**src/rtl/pulse_scheduler_if.sv**
```systemverilog
`default_nettype none
// +----------------------------------------------------------------------+
// | pulse_scheduler_if : request/width and pulse/grant/ack bundle        |
// | Revision: 1.0                                                        |
// +----------------------------------------------------------------------+
interface pulse_scheduler_if #(
    parameter int N_REQ   = 4,
    parameter int WIDTH_W = 4
);
    logic [N_REQ-1:0]         req;
    logic [N_REQ*WIDTH_W-1:0] width;
    logic                     signal;
    logic [N_REQ-1:0]         grant;
    logic [N_REQ-1:0]         ack;
    logic                     busy;

    modport master (
        output req, width,
        input  signal, grant, ack, busy
    );

    modport slave (
        input  req, width,
        output signal, grant, ack, busy
    );
endinterface
`default_nettype wire

```
**src/rtl/pulse_scheduler.sv**
```systemverilog
`default_nettype none
// +----------------------------------------------------------------------+
// | pulse_scheduler : round-robin share of one programmable pulse line   |
// | Revision: 1.0                                                        |
// +----------------------------------------------------------------------+
module pulse_scheduler #(
    parameter int N_REQ   = 4,
    parameter int WIDTH_W = 4,
    parameter int GAP     = 1
) (
    input  logic              clk,
    input  logic              rst_n,
    pulse_scheduler_if.slave  bus
);
    localparam int IDX_W = (N_REQ > 1) ? $clog2(N_REQ) : 1;
    localparam int GAP_W = 4;
    localparam logic [GAP_W-1:0] c_gap_load = GAP_W'(GAP);

    typedef enum logic [1:0] {
        ST_IDLE  = 2'd0,
        ST_PULSE = 2'd1,
        ST_GAP   = 2'd2
    } state_t;

    state_t             r_state, w_state;
    logic [WIDTH_W-1:0] r_cnt, w_cnt;
    logic [GAP_W-1:0]   r_gap, w_gap;
    logic [IDX_W-1:0]   r_ptr, w_ptr;
    logic [IDX_W-1:0]   r_owner, w_owner;
    logic               r_signal, w_signal;
    logic [N_REQ-1:0]   r_grant, w_grant;
    logic [N_REQ-1:0]   r_ack, w_ack;
    logic               r_busy, w_busy;

    logic               w_found;
    logic [IDX_W-1:0]   w_sel;
    logic [IDX_W-1:0]   w_idx;
    logic [WIDTH_W-1:0] w_sel_width;
    logic [WIDTH_W-1:0] w_load;
    logic [IDX_W-1:0]   w_ptr_inc;

    // First requester at or above the pointer, wrapping modulo N_REQ.
    always_comb begin
        w_found     = 1'b0;
        w_sel       = '0;
        w_idx       = '0;
        w_sel_width = '0;
        for (int off = 0; off < N_REQ; off++) begin
            w_idx = IDX_W'((int'(r_ptr) + off) % N_REQ);
            if (!w_found && bus.req[w_idx]) begin
                w_found = 1'b1;
                w_sel   = w_idx;
            end
        end
        for (int i = 0; i < N_REQ; i++) begin
            if (w_sel == IDX_W'(i)) begin
                w_sel_width = bus.width[i*WIDTH_W +: WIDTH_W];
            end
        end
        w_load    = (w_sel_width == '0) ? WIDTH_W'(1) : w_sel_width;
        w_ptr_inc = IDX_W'((int'(w_sel) + 1) % N_REQ);
    end

    always_comb begin
        w_state  = r_state;
        w_cnt    = r_cnt;
        w_gap    = r_gap;
        w_ptr    = r_ptr;
        w_owner  = r_owner;
        w_signal = r_signal;
        w_grant  = r_grant;
        w_ack    = '0;
        w_busy   = r_busy;

        case (r_state)
            ST_PULSE: begin
                if (r_cnt == WIDTH_W'(1)) begin
                    w_state         = ST_GAP;
                    w_signal        = 1'b0;
                    w_grant         = '0;
                    w_ack[r_owner]  = 1'b1;
                    w_gap           = c_gap_load;
                end else begin
                    w_cnt = r_cnt - WIDTH_W'(1);
                end
            end
            ST_GAP: begin
                if (r_gap != GAP_W'(1)) begin
                    w_gap = r_gap - GAP_W'(1);
                end else begin
                    w_state = ST_IDLE;
                    w_busy  = 1'b0;
                end
            end
            default: begin
                w_state = ST_IDLE;
            end
        endcase

        // Arbitration happens from IDLE or on the last gap cycle, so
        // continuous requesters are served every W+GAP cycles.
        if ((r_state == ST_IDLE || (r_state == ST_GAP && r_gap == GAP_W'(1))) && w_found) begin
            w_state  = ST_PULSE;
            w_signal = 1'b1;
            w_busy   = 1'b1;
            w_grant  = N_REQ'(1) << w_sel;
            w_cnt    = w_load;
            w_ptr    = w_ptr_inc;
            w_owner  = w_sel;
        end
    end

    always_ff @(posedge clk or negedge rst_n) begin
        if (!rst_n) begin
            r_state  <= ST_IDLE;
            r_cnt    <= '0;
            r_gap    <= '0;
            r_ptr    <= '0;
            r_owner  <= '0;
            r_signal <= 1'b0;
            r_grant  <= '0;
            r_ack    <= '0;
            r_busy   <= 1'b0;
        end else begin
            r_state  <= w_state;
            r_cnt    <= w_cnt;
            r_gap    <= w_gap;
            r_ptr    <= w_ptr;
            r_owner  <= w_owner;
            r_signal <= w_signal;
            r_grant  <= w_grant;
            r_ack    <= w_ack;
            r_busy   <= w_busy;
        end
    end

    assign bus.signal = r_signal;
    assign bus.grant  = r_grant;
    assign bus.ack    = r_ack;
    assign bus.busy   = r_busy;
endmodule
`default_nettype wire

```
**src/flat_wrapper.sv**
```systemverilog
// flat-port wrapper written by rule: the top's interface ports become plain ports
module pulse_scheduler_flat 
#(
    parameter int N_REQ   = 4,
    parameter int WIDTH_W = 4,
    parameter int GAP     = 1
)
  (clk, rst_n, bus_req, bus_width, bus_signal, bus_grant, bus_ack, bus_busy);
  pulse_scheduler_if #(.N_REQ(N_REQ), .WIDTH_W(WIDTH_W)) bus_i ();
  input  logic clk;
  input  logic rst_n;
  input wire logic [$bits(bus_i.req)-1:0] bus_req;
  input wire logic [$bits(bus_i.width)-1:0] bus_width;
  output wire logic [$bits(bus_i.signal)-1:0] bus_signal;
  output wire logic [$bits(bus_i.grant)-1:0] bus_grant;
  output wire logic [$bits(bus_i.ack)-1:0] bus_ack;
  output wire logic [$bits(bus_i.busy)-1:0] bus_busy;
  assign bus_i.req = bus_req;
  assign bus_i.width = bus_width;
  assign bus_signal = bus_i.signal;
  assign bus_grant = bus_i.grant;
  assign bus_ack = bus_i.ack;
  assign bus_busy = bus_i.busy;
  pulse_scheduler #(.N_REQ(N_REQ), .WIDTH_W(WIDTH_W), .GAP(GAP)) u_core (.clk(clk), .rst_n(rst_n), .bus(bus_i));
endmodule
```
**config.mk**
```make
export PLATFORM = sky130hd
export DESIGN_NAME = pulse_scheduler_flat
export DESIGN_NICKNAME = d
export VERILOG_FILES = /design/src/rtl/pulse_scheduler_if.sv /design/src/rtl/pulse_scheduler.sv /design/src/flat_wrapper.sv
export SDC_FILE = /design/constraint.sdc
export NUM_CORES = 1
export LEC_CHECK = 0
export CORE_MARGIN = 3
export CORE_UTILIZATION = 53
export CTS_CLUSTER_DIAMETER = 100
export DETAILED_ROUTE_END_ITERATION = 8
export GPL_TIMING_DRIVEN = 0
export PLACE_DENSITY = 0.9
export SLEW_MARGIN = 20
export SYNTH_ARGS = -nofsm -noshare
export SYNTH_HDL_FRONTEND = slang
export SYNTH_SLANG_ARGS = --single-unit
export TNS_END_PERCENT = 20
```
**constraint.sdc**
```tcl
create_clock -name clk -period 4 [get_ports clk]
set_input_delay 1 -clock clk [delete_from_list [all_inputs] [get_ports clk]]
set_output_delay 1 -clock clk [all_outputs]
set_load 0.02 [all_outputs]
```
; ---- After elaboration in Yosys (flattened, before gate mapping)
; Index checks and enable logic that the tools add are counted.
[word_totals]
register_bits = 24
input_bits = 22
word_cells = 102
[op_classes]
n_addsub = 6
n_lt_le_gt_ge = 6
n_eq_ne = 14
shift = 1
muxes = 44
n_reduce_logical = 22
[ops]
columns = operator, n
row1 = $mux 4, 15
row2 = $lt 2x3->1 const B, 5
row3 = $mux 1, 15
row4 = $mux 2, 7
row5 = $bmux 1 s2, 4
row6 = $eq 4x1->1 const B, 2
row7 = $pmux 4 s2, 1
row8 = $reduce_and 2->1, 4
row9 = $reduce_bool 2->1, 4
row10 = $sub 4x1->4 const B, 2
row11 = $eq 2x2->1 const B, 3
row12 = $logic_and 1x1->1, 6
row13 = $add 2x1->2 const B, 2
row14 = $add 2x2->2 const B, 2
row15 = $eq 2x1->1 const B, 2
row16 = $logic_not 2->1, 2
row17 = $logic_not 4->1, 1
row18 = $ne 2x1->1 const B, 2
row19 = $ne 2x2->1 const B, 2
row20 = $ne 4x1->1 const B, 1
row21 = $pmux 2 s2, 1
row22 = $shl 1x2->4 const A, 1
row23 = $logic_not 1->1, 3
row24 = $ne 3x1->1 const B, 1
row25 = 5 further kinds, 5

; ---- Logic depth before layout (Yosys ltp)
; Gate-level depths: netlist of run 1.
[logic_depth]
depth_word = 20
mapped_depth = 9

; ---- Worst setup path before layout of run 1
; Ideal clock, no wire load.
[synth_timing]
kind = input port to flip-flop
start = input bus_req[2]
end = register u_core.r_cnt[0]
setup_ns = 0.079
arrival_ns = 2.862
slack_ns = 1.059
path_stages = 9
cell_sequence = mux2i_1 > nor2_1 > nor4_1 > inv_1 > ha_1 > or2_1 > a221o_1 > a221oi_1 > a2bb2oi_1
[synth_via]
elab_chain_len = 20
[synth_rtl]
columns = element, line_no
row1 = start: declaration, flat_wrapper.sv:12  ; input wire logic [$bits(bus_i.req)-1:0] bus_req;
row2 = $bmux 1 s2, pulse_scheduler.sv:50  ; if (!w_found && bus.req[w_idx]) begin
row3 = $mux 1 (implied by the code), pulse_scheduler.sv:50
row4 = $mux 1, pulse_scheduler.sv:50
row5 = $logic_not 1->1, pulse_scheduler.sv:50
row6 = $logic_and 1x1->1, pulse_scheduler.sv:50
row7 = $mux 1, pulse_scheduler.sv:50
row8 = $logic_not 1->1, pulse_scheduler.sv:50
row9 = $logic_and 1x1->1, pulse_scheduler.sv:50
row10 = (+3 left out), -
row11 = $mux 2 *, pulse_scheduler.sv:50
row12 = via u_core.w_sel[0], pulse_scheduler.sv:36  ; logic [IDX_W-1:0] w_sel;
row13 = $logic_not 2->1, pulse_scheduler.sv:56  ; if (w_sel == IDX_W'(i)) begin
row14 = $mux 4 (3 in a row), pulse_scheduler.sv:56
row15 = $mux 4 *, pulse_scheduler.sv:56
row16 = $logic_not 4->1, pulse_scheduler.sv:60  ; w_load = (w_sel_width == '0) ? WIDTH_W'(1) : w_sel_width;
row17 = $mux 4 *, pulse_scheduler.sv:60
row18 = $mux 4 *, pulse_scheduler.sv:102  ; if ((r_state == ST_IDLE || (r_state == ST_GAP && r_gap == GAP_W'(1))) && w_found) begin
row19 = end signal: assignment, pulse_scheduler.sv:126  ; r_cnt <= w_cnt;
row20 = end: declaration, pulse_scheduler.sv:26  ; logic [WIDTH_W-1:0] r_cnt, w_cnt;
; The timed path passes the listed nets; every way through them passes the cells marked *. The select of a mux whose other input is x is not followed.
; A chain may end at the register's enable or synchronous reset.

; ---- Worst setup path after layout of run 1
[layout_timing]
start = input bus_req[0]
end = register u_core.r_cnt[0]
; Same word-level chain as after synthesis.

==> results of run 1 <==
state kept, by name, summed over array words and instances (netlist names):
| name | cells |
|---|---|
| u_core.r_cnt | 4 |
| u_core.bus.ack | 4 |
| u_core.r_ptr | 2 |
| u_core.bus.busy | 1 |
| u_core.bus.grant | 4 |
| u_core.r_gap | 4 |
| u_core.r_owner | 2 |
| u_core.r_state | 2 |
| u_core.bus.signal | 1 |
worst max-delay path by stage:
stage               start                     endpoint  slack, ns  cells past startpoint
2_1_floorplan  bus_req[2]  u_core.r_cnt[0]$_DFFE_PN0P_       1.06                      9
3_3_place_gp   bus_req[0]  u_core.r_cnt[0]$_DFFE_PN0P_       0.40                     10
3_5_place_dp   bus_req[0]  u_core.r_cnt[0]$_DFFE_PN0P_       0.25                     10
4_1_cts        bus_req[0]  u_core.r_cnt[0]$_DFFE_PN0P_       0.58                     10
5_1_grt        bus_req[0]  u_core.r_cnt[0]$_DFFE_PN0P_       0.39                     10
6_report       bus_req[0]  u_core.r_cnt[0]$_DFFE_PN0P_       0.57                     10
layer usage:
layer / up-vias / routed length [um]
met4: 0 / 78
met5: - / 0
met1: 612 / 1360
met2: 64 / 1670
li1: 602 / -
met3: 9 / 156
report_power, final:
part	internal, uW	total, uW	leakage (uW)	switching [uW]
combinational	292	669	0.000491	377
clock	101	178	0.0000279	76.2
sequential	320	390	0.000296	70.0
critical path, delay by kind of cell:
family / cells / cell delay (ns)
AO/OA/AOI/OAI: 3 / 0.77
adder cells (fa/ha/maj): 1 / 0.28
buffers and inverters: 2 / 0.62
multiplexers: 1 / 0.16
AND/OR/NAND/NOR: 3 / 0.86
kinds of logic (layout without fill, tap and decap cells):
| family | count (synthesis) | after routing |
|---|---|---|
| AO/OA/AOI/OAI | 44 | 44 |
| AND/OR/NAND/NOR | 42 | 42 |
| flip-flops | 24 | 24 |
| buffers and inverters | 19 | 54 |
| adder cells (fa/ha/maj) | 11 | 11 |
| multiplexers | 4 | 4 |
| XOR/XNOR | 1 | 1 |
final cells by class:
class	count	area, um2
Inverter	17	63.8
Buffer	2	10.0
Multi-Input combinational cell	102	741
Fill cell	173	689
Sequential cell	24	601
Clock inverter	1	30.0
Clock buffer	3	22.5
Tap cell	30	37.5
Timing Repair Buffer	31	305
metrics by stage:
step                      std cells  worst slack [ns]  hold WS (ns)
after floorplan                 145              1.06         0.458
after global placement          206             0.397         0.461
after detailed placement        206             0.250         0.464
after CTS                       210             0.579         0.495
after global routing            210             0.392         0.549
final                           210             0.569         0.490
cells in the mapped netlist (all sizes together), types with 2 or more instances:
cell     count
a21oi       10
nand2b       3
nor3b        4
a21o         2
a221o        2
buf          2
nor4         3
mux2i        2
ha          11
nor2b        2
o2111ai      2
nand3        4
mux2         2
a221oi       3
inv         17
nor3         3
o22ai        3
o21ai       11
nand2       12
o22a         2
dfrtp       24
o21a         2
nor2         4
==> flow_summary.toml, run 1 <==
[status]
status = "completed"

[setup_path]
cp_slowest_cell = "nor4_1"
crit_type = "primary input to register"
crit_required_ns = 4.26
arrival_ns = 3.69
max_stage_delay_ns = 0.51
ff2ff_setup_slack_ns = 1.21
startpoint_type = "primary input"
reg2reg_depth = 9
r2r-start = "u_core.r_ptr[1]$_DFFE_PN0P_"
critical_path.max_fanout = 5
r2r-end = "u_core.r_cnt[0]$_DFFE_PN0P_"
crit_path_cell_trace = "clkdlybuf4s50_1 > mux2i_1 > nor2_1 > nor4_1 > inv_1 > ha_1 > or2_1 > a221o_1 > a221oi_1 > a2bb2oi_1"
cp-end-kind = "register"

[synth]
synth_area_mm2 = 0.00142
synth_top_area_share_pct = 42.4
yosys-mux-area-fraction_pct = 3.01
ys_seq_area_share_pct = 42.4
syn-num-nets = 178
synth_top_family_by_area = "compound AO/OA/AOI/OAI gates"
synthSimpleGateAreaFrac_pct = 17.9
synthArstFlopShare_pct = 100
synth_cell_types = 42
ys_seq_elements = 24
synth-edff-count = 0
postSynthCellCount = 145
synth-xor-area-share_pct = 0.619
synth_warnings = 0
synth-adder-area-share_pct = 9.73
synth_compound_area_share_pct = 21.0
avgSynthCellArea_um2 = 9.76
synth_area_leader_cell = "dfrtp_1"
ys.flop_type = "dfrtp_1"
synth_area_leaders = "dfrtp_1, ha_1, inv_1, a21oi_1, nand2_1"

[sta]
rsz0062_at_grt = "no"
fin_skew_ns = 0.00688
worstMarginPinSlew_ns = 0.587
finalHoldViolCount = 0
drv_slew = 0
slew_headroom_pct = 60.5
min_period_ns = 3.43
max_freq_mhz = 291
setup_viol = 0
fin_tns_setup_ns = 0
timing.final.crit_share_pct = 85.8

[detailed_routing]
post-route-drc-count = 0
firstDrtPassIters = 4
wl_per_cell_um = 15.5
routed_wl_mm = 3.26
drtAntennaViolNets = 0
viasPerCell = 6.13
vias = 1287
drt_iter0_drc = 61

[grt]
grt_util_all_layers_pct = 21.6
globalRouteMet1Util_pct = 26.5
grt_overflow = 0
met2_usage_pct = 38.4
top_usage_layer = "met2"
first_global_vias = 1326
grt_pass1_wl_mm = 5.66
grt_max_degree = 25
grt.met3_usage_pct = 1.78
antenna_found_initial = 0

[layout]
drive_above_1_share_pct = 6.11
final_common_cell = "clkdlybuf4s50_1"
fin_util_pct = 72.4
fin_nets = 214
final_area_mm2 = 0.00181
areaGrowthSynthToFinish_pct = 27.9
diodes = 0
layout_common_cells = "clkdlybuf4s50_1, dfrtp_1, inv_1"

[place]
gp_congestion = 0.791
placed_area_mm2 = 0.00176
hpwl_mm = 2.57
portBuffers = 31

[clocking]
root_buffer = "clkbuf_4"
clock-sinks = 24
tritoncts = "built"
worstSkewPairLatency_ns = 0.32
post_cts_resized = 0
hold_buffers = 0
numCtsBuffers = 3
cts_setup_buffers = 0
path_clk_slew_ns = 0.14
clock_path_buffers = 2
cts_max_level = 1

[die]
pin_count = 32
die_h_um = 57.7
rows = 18
core_mm2 = 0.00250
dieArea_mm2 = 0.00333
die_w_um = 57.7
initial_core_util_pct = 56.6

[flow_run]
maxCapViolCount = 0

[worst_hold_path]
hold_depth = 2
hold_path.class = "register to register"
min_from = "u_core.bus.busy$_DFFE_PN0P_"
hold_end = "u_core.bus.busy$_DFFE_PN0P_"

[pwr]
p_leak_uw = 0.000815
design_power_total_uw = 1240
ir_drop_mv = 0.381
pwr_density_cell_mw_per_mm2 = 683
No activity file was read; power rests on OpenSTA's default activity.
==> run 2: changes to the inputs <==
--- a/config.mk
+++ b/config.mk
@@ -11,6 +11,7 @@
 export DETAILED_ROUTE_END_ITERATION = 8
 export GPL_TIMING_DRIVEN = 0
 export PLACE_DENSITY = 0.9
+export REMOVE_ABC_BUFFERS = 1
 export SLEW_MARGIN = 20
 export SYNTH_ARGS = -nofsm -noshare
 export SYNTH_HDL_FRONTEND = slang
==> flow_summary.toml, run 2 (synthesis results as in run 1) <==
[status]
status = "completed"

[sta]
worstMarginPinSlew_ns = 0.716
setup_viol = 0
drv_slew = 0
rsz0062_at_grt = "no"
timing.final.crit_share_pct = 86.4
timing.hold.ws_ns = 0.505
max_freq_mhz = 289
fin_tns_setup_ns = 0
finalHoldViolCount = 0
min_period_ns = 3.46
fin_skew_ns = 0.0106
slew_headroom_pct = 52.3

[clocking]
path_clk_slew_ns = 0.14
clock-sinks = 24
worstSkewPairLatency_ns = 0.32
cts_max_level = 1
numCtsBuffers = 3
post_cts_resized = 0
cts_setup_buffers = 0
clock_path_buffers = 2
tritoncts = "built"
root_buffer = "clkbuf_4"
hold_buffers = 0

[grt]
first_global_vias = 1235
grt_pass1_wl_mm = 5.48
grt_overflow = 0
grt_max_degree = 25
grt_util_all_layers_pct = 20.6
antenna_found_initial = 0

[detailed_routing]
post-route-drc-count = 0
drtAntennaViolNets = 0
drt_iter0_drc = 84
wl_per_cell_um = 15.1
viasPerCell = 5.87
vias = 1221
firstDrtPassIters = 4
routed_wl_mm = 3.14

[setup_path]
critical_path.max_fanout = 5
arrival_ns = 3.70
cp-end-kind = "register"
startpoint_type = "primary input"
crit_required_ns = 4.24
crit_type = "primary input to register"

[layout]
fin_nets = 212
areaGrowthSynthToFinish_pct = 27.2
final_common_cell = "clkdlybuf4s50_1"
layout_common_cells = "clkdlybuf4s50_1, dfrtp_1, inv_1"
drive_above_1_share_pct = 5.06
diodes = 0

[flow_run]
maxCapViolCount = 0

[die]
die_w_um = 57.7
die_h_um = 57.7
initial_core_util_pct = 56.6
dieArea_mm2 = 0.00333
rows = 18
core_mm2 = 0.00250
pin_count = 32

[pwr]
intPower_uw = 704
pwr_density_cell_mw_per_mm2 = 669
seqPwrFrac_pct = 32.3
p_sw_uw = 501
ir_drop_mv = 0.441
clock_power_share_pct = 14.6
p_sw_share_pct = 41.6
p_comb_share_pct = 53.2
p_leak_uw = 0.000807

[place]
portBuffers = 31
gp_congestion = 0.763
hpwl_mm = 2.49

[worst_hold_path]
hold_path.class = "register to register"
==> run 2: changes by cell type in the layout (fill, tap and decap cells not counted), sizes merged <==
| cell | change |
|---|---|
| buf | -2 |
==> run 2: layout make-up <==
cell class	instances	area, um2
Clock buffer	3	22.5
Clock inverter	1	30.0
Fill cell	174	699
Inverter	17	63.8
Multi-Input combinational cell	102	741
Sequential cell	24	601
Tap cell	30	37.5
Timing Repair Buffer	31	305
==> run 2: worst max-delay path: stages <==
cell             delay [ns]
clkdlybuf4s50_1        0.49
mux2i_1                0.20
nor2_1                 0.08
nor4_1                 0.48
inv_1                  0.13
ha_1                   0.28
or2_1                  0.27
a221o_1                0.31
a221oi_1               0.28
a2bb2oi_1              0.19
==> run 2: layer usage <==
layer,share of wire (%),vias to the layer above,track usage [%]
li1,-,598,-
met1,43,583,26.3
met2,53,40,37.3
met3,4.6,0,3.79
met4,0,0,2.32
met5,0,-,0
==> run 2: stage by stage <==
stage	instances	total power [uW]	utilization, %	worst slack (ns)	area (um2)
global route	208	1310	72.0	0.360	1800
global placement	204	986	70.1	0.405	1750
floorplan	143	841	-	1.06	1410
finish	208	1200	72.0	0.543	1800
detailed placement	204	1030	70.1	0.265	1750
CTS	208	1210	72.2	0.584	1810
==> run 2: final timing paths <==
| kind | startpoint | to | slack [ns] | depth (start not counted) |
|---|---|---|---|---|
| worst max-delay path | bus_req[0] | u_core.r_cnt[0]$_DFFE_PN0P_ | 0.54 | 10 |
| worst min-delay path | u_core.bus.busy$_DFFE_PN0P_ | u_core.bus.busy$_DFFE_PN0P_ | 0.51 | 2 |
| worst min register to register | u_core.bus.busy$_DFFE_PN0P_ | u_core.bus.busy$_DFFE_PN0P_ | 0.51 | 2 |
| min in group asynchronous | rst_n | u_core.r_state[1]$_DFFE_PN0P_ | 0.64 | 1 |
| max in group asynchronous | rst_n | u_core.bus.signal$_DFFE_PN0P_ | 2.98 | 1 |
| worst max register to register | u_core.r_ptr[1]$_DFFE_PN0P_ | u_core.r_cnt[0]$_DFFE_PN0P_ | 1.20 | 9 |
==> run 2: power groups by stage <==
stage / combinational (uW) / clock [uW] / sequential [uW]
final: 641 / 175 / 389
after global routing: 719 / 189 / 400
after CTS: 638 / 178 / 388
after detailed placement: 635 / 0 / 393
after global placement: 601 / 0 / 385
after floorplan: 438 / 0 / 403
==> variant, RTL diff (settings of run 2) <==
Reset style: synchronous (`rst_n`), changed in one clocked block.
--- a/src/rtl/pulse_scheduler.sv
+++ b/src/rtl/pulse_scheduler.sv
@@ -112,3 +112,3 @@
 
-    always_ff @(posedge clk or negedge rst_n) begin
+    always_ff @(posedge clk) begin
         if (!rst_n) begin
Formal check against the unedited RTL: differs if rst_n is asserted again (counterexample within 4 cycles, from zero or initial values and one cycle with rst_n low); with rst_n held inactive, the same outputs for 10 cycles.
==> variant against run 2 <==
  * First-iteration DRC count fell by 63%
  * Setup slack lost 52 ps
  * Power down 23%
  * Design area shrank 1.7%
  * Sequential cell count unchanged
  * Area after synthesis grew 0.18%
  * Clock power fell by 27%
  * Routed wire length increased by 3.8%
  * Critical endpoint is now u_core.r_cnt[0]
==> variant: results (changes against run 2) <==
| Metric | Value |
|---|---|
| Initial DRC count | `31 (-63%)` |
| Nets | `239 (+13%)` |
| Most frequent cells after synthesis | `24 x dfxtp_1, 22 x nand2_1, 16 x a21oi_1, 15 x inv_1, 13 x o21ai_0` |
| Hold crit path type | `flop to flop` |
| Clock transition at path regs | `130 ps` |
| Placed Cells incl. Taps | `230 (+13%)` |
| Synth Instances | `176 (+21%)` |
| Status | `complete, no violations` |
| Worst-Skew Late Latency | `310 ps` |
| Layout cells sized above 1 | `3.43% (-1.6 points)` |
| Setup slack, reg-to-reg | `1260 ps (+60 ps)` |
| # fillers | `194 (+11%)` |
| Compound-Gate Fraction of Synth Area | `24.2% (+3.1 points)` |
| Vias per cell | `5.76 (-1.9%)` |
| Critical R2R Launch | `u_core.r_ptr[0]` |
| Gpl congestion | `0.788 (+3.3%)` |
| Initial DRT Pass Iterations | `4 (unchanged)` |
| Least-Margin Pin Slew | `737 ps (+20.5 ps)` |
| Static Leakage | `0.703 nW (-13%)` |
| Port Buffers | `31 (unchanged)` |
| Multiplexer area fraction after synthesis | `0.794% (-2.2 points)` |
| GRT Total Usage | `20.6% (+0.086 points)` |
| Post-Synth XOR/XNOR Area | `1.24% (+0.62 points)` |
| DP HPWL | `2540 um (+2.0%)` |
| Async set-reset flop share out of synthesis | `0% (-100 points)` |
| R2R cell count | `11 (+2)` |
| CTS root buffer | `clkbuf_4` |
| Adder-cell share of the synthesized area | `10.6% (+0.87 points)` |
| Skew final | `3.33 ps (-7.27 ps)` |
| Clock buffer depth | `2 (unchanged)` |
| First-pass GRT wire length | `5530 um (+1.0%)` |
| Peak supply drop | `0.374 mV (-15%)` |
| Count of cell types in the netlist | `36 (-14%)` |
| CP arrival | `3760 ps (+60 ps)` |
| Dominant cells by area after synthesis | `dfxtp_1 34%, ha_1 11%, nand2_1 5.8%, a21oi_1 5.6%, a21boi_0 5.3%` |
| Reg2reg end | `u_core.r_cnt[0]` |
| Routed vias | `1348 (+10%)` |
| CP peak stage delay | `510 ps (+20 ps)` |
| Worst Min Path Start | `u_core.bus.signal` |
| Initial antenna violation count | `0 (unchanged)` |
| Hold path endpoint | `u_core.bus.signal` |
| Register area share after synthesis | `33.9% (-8.5 points)` |
| Overall routed net length | `3260 um (+3.8%)` |
[variant: through the flow]
stage               cell area (um^2)  util (%)  hold slack, ps  total power (W)  setup WS [ps]
global placement                1730      69.3             457         0.000767            237
detailed placement              1730      69.3             477         0.000795            162
global route                    1770      70.8             522         0.000995            349
floorplan                       1390         -             446         0.000658            921
CTS                             1770      70.8             497         0.000921            495
finish                          1770      70.8             492         0.000922            491
[variant: area by class of cell]
type	count	area share [%]
sequential	24	27.2
timing repair buffer	31	17.5
tap	30	2.12
clock buffer	4	2.05
multi-input combinational	130	47.9
inverter	15	3.18
[variant: worst max path at each step]
stage | slack, ps | from | to
after CTS | 490 | bus_req[3] | u_core.r_cnt[0]
after global routing | 350 | bus_req[3] | u_core.r_cnt[0]
after global placement | 240 | bus_req[3] | u_core.r_cnt[0]
after detailed placement | 160 | bus_req[3] | u_core.r_cnt[0]
final | 490 | bus_req[3] | u_core.r_cnt[0]
after floorplan | 920 | bus_req[2] | u_core.r_cnt[0]
[variant: worst max-delay path: cells and delay by family]
kind / cells / cell delay [ps]
buf+inv: 3 / 660
simple gates: 3 / 830
fa+ha+maj: 1 / 240
compound gates: 5 / 1050
[variant: report_power, final]
| part | total [W] | leakage (nW) | switching [W] | internal, W |
|---|---|---|---|---|
| clock | 0.000127 | 0.0210 | 0.0000718 | 0.0000556 |
| combinational | 0.000457 | 0.485 | 0.000254 | 0.000202 |
| sequential | 0.000338 | 0.197 | 0.0000461 | 0.000292 |
| total | 0.000922 | 0.703 | 0.000372 | 0.000549 |
[variant: layer usage]
metal,track usage [%],vias to the layer above,part of all wire [%]
met2,37.1,32,54
li1,-,673,-
met4,8.61,0,0.89
met1,24.3,639,42
met3,3.12,4,3.4
met5,0,-,0
